`src/rtl/glitch_sweep.sv`:
```
// Delay-sweep sequencer: for each delay in [start..end] by step, requests one target reset,
// waits the delay after reset completes, then fires one glitch pulse of programmed width.
module glitch_sweep #(
    parameter int unsigned DELAY_W = 16,
    parameter int unsigned WIDTH_W = 8,
    parameter int unsigned CNT_W   = 16
) (
    input  logic               clk_in,
    input  logic               rst_n,
    input  logic               start,
    input  logic               abort,
    input  logic [DELAY_W-1:0] delay_start,
    input  logic [DELAY_W-1:0] delay_end,
    input  logic [DELAY_W-1:0] delay_step,
    input  logic [WIDTH_W-1:0] pulse_width,
    input  logic               reset_ready,
    output logic               reset_en,
    output logic               glitch_o,
    output logic               busy,
    output logic               done,
    output logic [DELAY_W-1:0] cur_delay,
    output logic [CNT_W-1:0]   attempts
);

    typedef enum logic [2:0] {
        ST_IDLE,
        ST_ARM,
        ST_WAIT_RST,
        ST_DELAY,
        ST_PULSE,
        ST_NEXT
    } state_t;

    state_t               state_q, state_d;
    logic [DELAY_W-1:0]   end_q, end_d;
    logic [DELAY_W-1:0]   step_q, step_d;
    logic [WIDTH_W-1:0]   width_q, width_d;
    logic [DELAY_W-1:0]   dcnt_q, dcnt_d;
    logic [WIDTH_W-1:0]   pcnt_q, pcnt_d;
    logic [DELAY_W-1:0]   cur_delay_d;
    logic [CNT_W-1:0]     attempts_d;
    logic                 reset_en_d, glitch_o_d, busy_d, done_d;
    logic [DELAY_W:0]     next_sum;

    // State and registered outputs
    always_ff @(posedge clk_in or negedge rst_n) begin
        if (!rst_n) begin
            state_q   <= ST_IDLE;
            end_q     <= '0;
            step_q    <= '0;
            width_q   <= '0;
            dcnt_q    <= '0;
            pcnt_q    <= '0;
            cur_delay <= '0;
            attempts  <= '0;
            reset_en  <= 1'b0;
            glitch_o  <= 1'b0;
            busy      <= 1'b0;
            done      <= 1'b0;
        end else begin
            state_q   <= state_d;
            end_q     <= end_d;
            step_q    <= step_d;
            width_q   <= width_d;
            dcnt_q    <= dcnt_d;
            pcnt_q    <= pcnt_d;
            cur_delay <= cur_delay_d;
            attempts  <= attempts_d;
            reset_en  <= reset_en_d;
            glitch_o  <= glitch_o_d;
            busy      <= busy_d;
            done      <= done_d;
        end
    end

    assign next_sum = {1'b0, cur_delay} + {1'b0, step_q};

    // Next-state and next-output logic
    always_comb begin
        state_d     = state_q;
        end_d       = end_q;
        step_d      = step_q;
        width_d     = width_q;
        dcnt_d      = dcnt_q;
        pcnt_d      = pcnt_q;
        cur_delay_d = cur_delay;
        attempts_d  = attempts;
        reset_en_d  = 1'b0;
        glitch_o_d  = 1'b0;
        done_d      = 1'b0;

        case (state_q)
            ST_IDLE: begin
                if (start) begin
                    attempts_d = '0;
                    if (delay_start > delay_end) begin
                        done_d = 1'b1;
                    end else begin
                        end_d       = delay_end;
                        step_d      = delay_step;
                        width_d     = (pulse_width == '0) ? WIDTH_W'(1) : pulse_width;
                        cur_delay_d = delay_start;
                        state_d     = ST_ARM;
                    end
                end
            end
            ST_ARM: begin
                if (reset_ready) begin
                    reset_en_d = 1'b1;
                    state_d    = ST_WAIT_RST;
                end
            end
            ST_WAIT_RST: begin
                // reset_en is still high in the first cycle here, while ready is stale
                if (!reset_en && reset_ready) begin
                    dcnt_d  = cur_delay;
                    state_d = ST_DELAY;
                end
            end
            ST_DELAY: begin
                if (dcnt_q == '0) begin
                    glitch_o_d = 1'b1;
                    pcnt_d     = width_q - WIDTH_W'(1);
                    attempts_d = (attempts == '1) ? attempts : attempts + CNT_W'(1);
                    state_d    = ST_PULSE;
                end else begin
                    dcnt_d = dcnt_q - DELAY_W'(1);
                end
            end
            ST_PULSE: begin
                if (pcnt_q == '0) begin
                    state_d = ST_NEXT;
                end else begin
                    glitch_o_d = 1'b1;
                    pcnt_d     = pcnt_q - WIDTH_W'(1);
                end
            end
            ST_NEXT: begin
                if (next_sum[DELAY_W] || (next_sum[DELAY_W-1:0] > end_q) || (step_q == '0)) begin
                    done_d  = 1'b1;
                    state_d = ST_IDLE;
                end else begin
                    cur_delay_d = next_sum[DELAY_W-1:0];
                    state_d     = ST_ARM;
                end
            end
            default: state_d = ST_IDLE;
        endcase

        // abort overrides everything, progress counters are frozen
        if (abort) begin
            state_d     = ST_IDLE;
            reset_en_d  = 1'b0;
            glitch_o_d  = 1'b0;
            done_d      = 1'b0;
            cur_delay_d = cur_delay;
            attempts_d  = attempts;
        end

        busy_d = (state_d != ST_IDLE);
    end

endmodule

```
`config.mk`:
```
export PLATFORM = sky130hd
export DESIGN_NAME = glitch_sweep
export DESIGN_NICKNAME = d
export VERILOG_FILES = /design/src/rtl/glitch_sweep.sv
export SDC_FILE = /design/constraint.sdc
export NUM_CORES = 1
export LEC_CHECK = 0
export BUFFER_PORTS_ARGS = -buffer_cell sky130_fd_sc_hd__buf_2
export CORE_UTILIZATION = 63
export DETAILED_ROUTE_END_ITERATION = 7
export HOLD_SLACK_MARGIN = 0.12
export PLACE_DENSITY = 0.87
export SETUP_SLACK_MARGIN = 0.3
export SYNTH_ARGS = -nofsm -noshare
export SYNTH_HDL_FRONTEND = slang
export SYNTH_SLANG_ARGS = --single-unit
```
`constraint.sdc`:
```
create_clock -name clk_in -period 7.4 [get_ports clk_in]
set_input_delay 0.37 -clock clk_in [delete_from_list [all_inputs] [get_ports clk_in]]
set_output_delay 0.37 -clock clk_in [all_outputs]
set_load 0.01 [all_outputs]
```
==> results.toml <==
[sta]
slew-limit-headroom = 0.332
final-max-slew-violation-count = 0
layout_worst_path_cycle_share = 0.607
fin_worst_skew_ns = 0.0101
timing.setup.tns_ns = 0
tightestPinTransition_ns = 1.00
grt_setup_unrepaired = "false"
period_needed_ns = 4.49
maxClockFrequency_ghz = 0.223
setup_violations = 0
final_hold_viol_count = 0

[worst_setup_path]
critical-path-max-stage-delay_ns = 0.81
worstSetupEndpointType = "flip-flop"
setup.reg_to_reg.worst_slack_ns = 2.91
worstPathCellList = "ha_1 > fa_1 > a21oi_2 > o2111ai_1 > a41oi_2 > o31ai_1 > xor2_1 > ha_1 > nand4_1 > nor2_1 > o31ai_1 > a21oi_1 > o32a_1 > mux2_2"
critPathKind = "reg -> reg"
critical_path.top_delay_family = "compound AO/OA/AOI/OAI gates"
critical_register_to_register_path_startpoint = "cur_delay[0]$_DFFE_PN0P_"
cp.arrival_ns = 4.78
worst-r2r-cell-count = 14
required_time_of_the_worst_setup_path_ns = 7.68
start_kind = "flip-flop"
worst-path-stages = 14
worstSetupStartpoint = "cur_delay[0]$_DFFE_PN0P_"
crit_fanout = 16
critPathBufInv = 0
crit_slowest_cell = "sky130_fd_sc_hd__o32a_1"
crit_path_end = "cur_delay[5]$_DFFE_PN0P_"
worst_r2r_endpoint = "cur_delay[5]$_DFFE_PN0P_"

[logic_synthesis]
synth_top_flop_cell = "sky130_fd_sc_hd__dfrtp_1"
postSynth.asyncResetShare = 1.00
syn_avg_cell_area_um2 = 8.63
number_of_warnings_printed_during_yosys_synthesis = 0
mappedNetlistNets = 891
synth_enable_flop_cells = 0
synth.ff_latch_count = 103
ys_seq_area_frac = 0.384
netlist-cell-type-count = 63
netlist_instances = 778
syn-cell-area_mm2 = 0.00672

[die]
fp.dieArea_mm2 = 0.0111
die-height_um = 105
num_rows = 37
initial_utilization = 0.650
floorplan.die.width_um = 105
coreArea_mm2 = 0.0103
i_o_pins = 97

[power]
logic_pwr_share = 0.453
power_switching_mw = 0.983
clkPwrFrac = 0.191
total_leakage_power_nw = 3.64
power.density_mw_per_mm2 = 312
vdd_drop_max_uv = 163
sw_frac_of_total = 0.417
internal_power_mw = 1.38
seqPwrFrac = 0.357

[clock_tree]
worst_path_clk_slew_ns = 0.10
cts.repair_timing.setup_buffer_count = 0
tritoncts = "built"
clock_tree.htree_level_count = 3
post_cts_resized = 0
clock_insertion_delay_worst_skew_ns = 0.39
cts_sinks = 103
root_buffer = "sky130_fd_sc_hd__clkbuf_8"
postCtsHoldBufs = 1
cts_buffer_depth = 2
tritoncts.num_buffers = 9

[placement]
hpwl_after_detailed_placement_um = 12800
gpl.final_weighted_congestion = 0.998
port_buffers = 96

[outcome]
outcome = "completed"

[detailed_routing]
detailroute.via_count = 6174
drc = 0
detailedRoute.firstPassIterationCount = 5
totalWireLength_um = 17200
viasPerCell = 6.14
post_drt_wl_per_cell_um = 17.0
first_iter_violations = 376
ant_nets = 0

[final_layout]
layout.core_utilization = 0.732
design.final.nets = 978
fill_cells = 766
synthToLayoutAreaGrowth_pct = 12.5
post_route_cells_drive_above_1_share = 0.176
num_antenna_cells = 0

[global_routing]
grt_usage = 0.327
grt_first_pass_wirelength_um = 28600
grt_max_degree = 64
remaining_overflow_grt = 0
antenna_violations_before_repair = 0
via_count_of_the_first_global_routing_pass = 6018

[flow_run]
drv_cap = 0

[min_path]
worstHoldPathType = "in -> reg"
## tightest hold or removal path, stage by stage
cell,delay [ns]
sky130_fd_sc_hd__buf_2,0.08
sky130_fd_sc_hd__nand2_1,0.04
sky130_fd_sc_hd__nand2_1,0.04
## placed cells by master, fill, tap and decap left out, drive strengths merged, types with 4 or more instances in the layout
master     n
nand2    132
dfrtp    103
buf      102
a21oi     56
inv       55
nor2      54
ha        51
o21ai     48
nor3      34
nand3     23
mux2      21
xnor2     18
nor4      16
mux2i     14
nand4     12
or3       10
clkbuf    10
a31oi      8
a21o       7
o211ai     6
a211oi     5
nor2b      5
and2       5
o21bai     5
o2111ai    4
xor2       4
and3       4
o31ai      4
o22ai      4
## sequential cells by signal (all words and copies together), names as in the netlist
name / cells
cur_delay: 16
pcnt_q: 8
width_q: 8
state_q: 3
step_q: 16
glitch_o: 1
dcnt_q: 16
reset_en: 1
done: 1
busy: 1
end_q: 16
attempts: 16
## synthesized netlist by cell type, drive strengths merged, types with 4 or more instances
| master | count | area, um2 |
|---|---|---|
| buf | 6 | 51.3 |
| and2 | 5 | 31.3 |
| nand2 | 132 | 495 |
| or3 | 10 | 62.6 |
| nor4 | 16 | 100 |
| o22ai | 4 | 25.0 |
| mux2 | 21 | 259 |
| clkbuf | 21 | 78.8 |
| o211ai | 6 | 50.1 |
| xnor2 | 18 | 158 |
| a21o | 7 | 52.6 |
| nand3 | 23 | 115 |
| ha | 51 | 638 |
| a31oi | 8 | 50.1 |
| dfrtp | 103 | 2580 |
| o21bai | 5 | 37.5 |
| nor3 | 34 | 200 |
| nor2b | 5 | 31.3 |
| mux2i | 14 | 140 |
| o21ai | 48 | 240 |
| o2111ai | 4 | 35.0 |
| o31ai | 4 | 30.0 |
| xor2 | 4 | 35.0 |
| nand4 | 12 | 75.1 |
| a211oi | 5 | 37.5 |
| and3 | 4 | 25.0 |
| a21oi | 56 | 284 |
| nor2 | 54 | 203 |
| inv | 54 | 203 |
## routing by layer
metal	vias to the layer above	track usage	part of all wire
li1	2932	-	-
met1	2958	0.407	0.42
met2	238	0.553	0.49
met3	46	0.0563	0.053
met4	0	0.154	0.038
met5	-	0	0
## metrics by stage
| step | power [mW] | instances | setup slack (ns) | area, um2 | hold slack (ns) |
|---|---|---|---|---|---|
| after floorplan | 1.58 | 778 | 3.59 | 6720 | 0.0744 |
| after global placement | 1.82 | 989 | 3.16 | 7290 | 0.383 |
| after detailed placement | 1.89 | 989 | 2.96 | 7290 | 0.392 |
| after CTS | 2.34 | 1006 | 2.95 | 7550 | 0.161 |
| after global routing | 2.52 | 1006 | 2.72 | 7550 | 0.161 |
| final | 2.36 | 1006 | 2.91 | 7550 | 0.164 |
## worst min-delay path by stage
stage / startpoint / end / cells after the start
CTS: delay_step[11] / step_q[11]$_DFFE_PN0P_ / 3
detailed placement: rst_n / attempts[8]$_DFFE_PN0P_ / 1
global placement: rst_n / attempts[8]$_DFFE_PN0P_ / 1
finish: delay_step[11] / step_q[11]$_DFFE_PN0P_ / 3
global route: delay_step[12] / step_q[12]$_DFFE_PN0P_ / 3
floorplan: rst_n / attempts[0]$_DFFE_PN0P_ / 0
## cell families after synthesis
family | Yosys count | synth area share
AO/OA/AOI/OAI | 176 | 0.164
XOR/XNOR | 22 | 0.0287
adder cells (fa/ha/maj) | 52 | 0.0980
buffers and inverters | 81 | 0.0496
flip-flops | 103 | 0.384
multiplexers | 35 | 0.0594
AND/OR/NAND/NOR | 309 | 0.217
## power by group through the flow
stage / sequential, mW / combinational, mW / clock [mW]
floorplan: 0.814 / 0.761 / 0
global placement: 0.834 / 0.987 / 0
detailed placement: 0.846 / 1.04 / 0
CTS: 0.836 / 1.05 / 0.452
global route: 0.856 / 1.19 / 0.478
finish: 0.842 / 1.07 / 0.450
## cell type report
class	instances	area [um2]	area share
multi-input cells	594	3810	0.504
flip-flops and latches	103	2580	0.341
repair buffers	103	538	0.0712
inverters	54	203	0.0268
well taps	136	170	0.0225
clock buffers	10	138	0.0182
clock inverters	6	116	0.0154
Power figures use the tool's default switching activity.
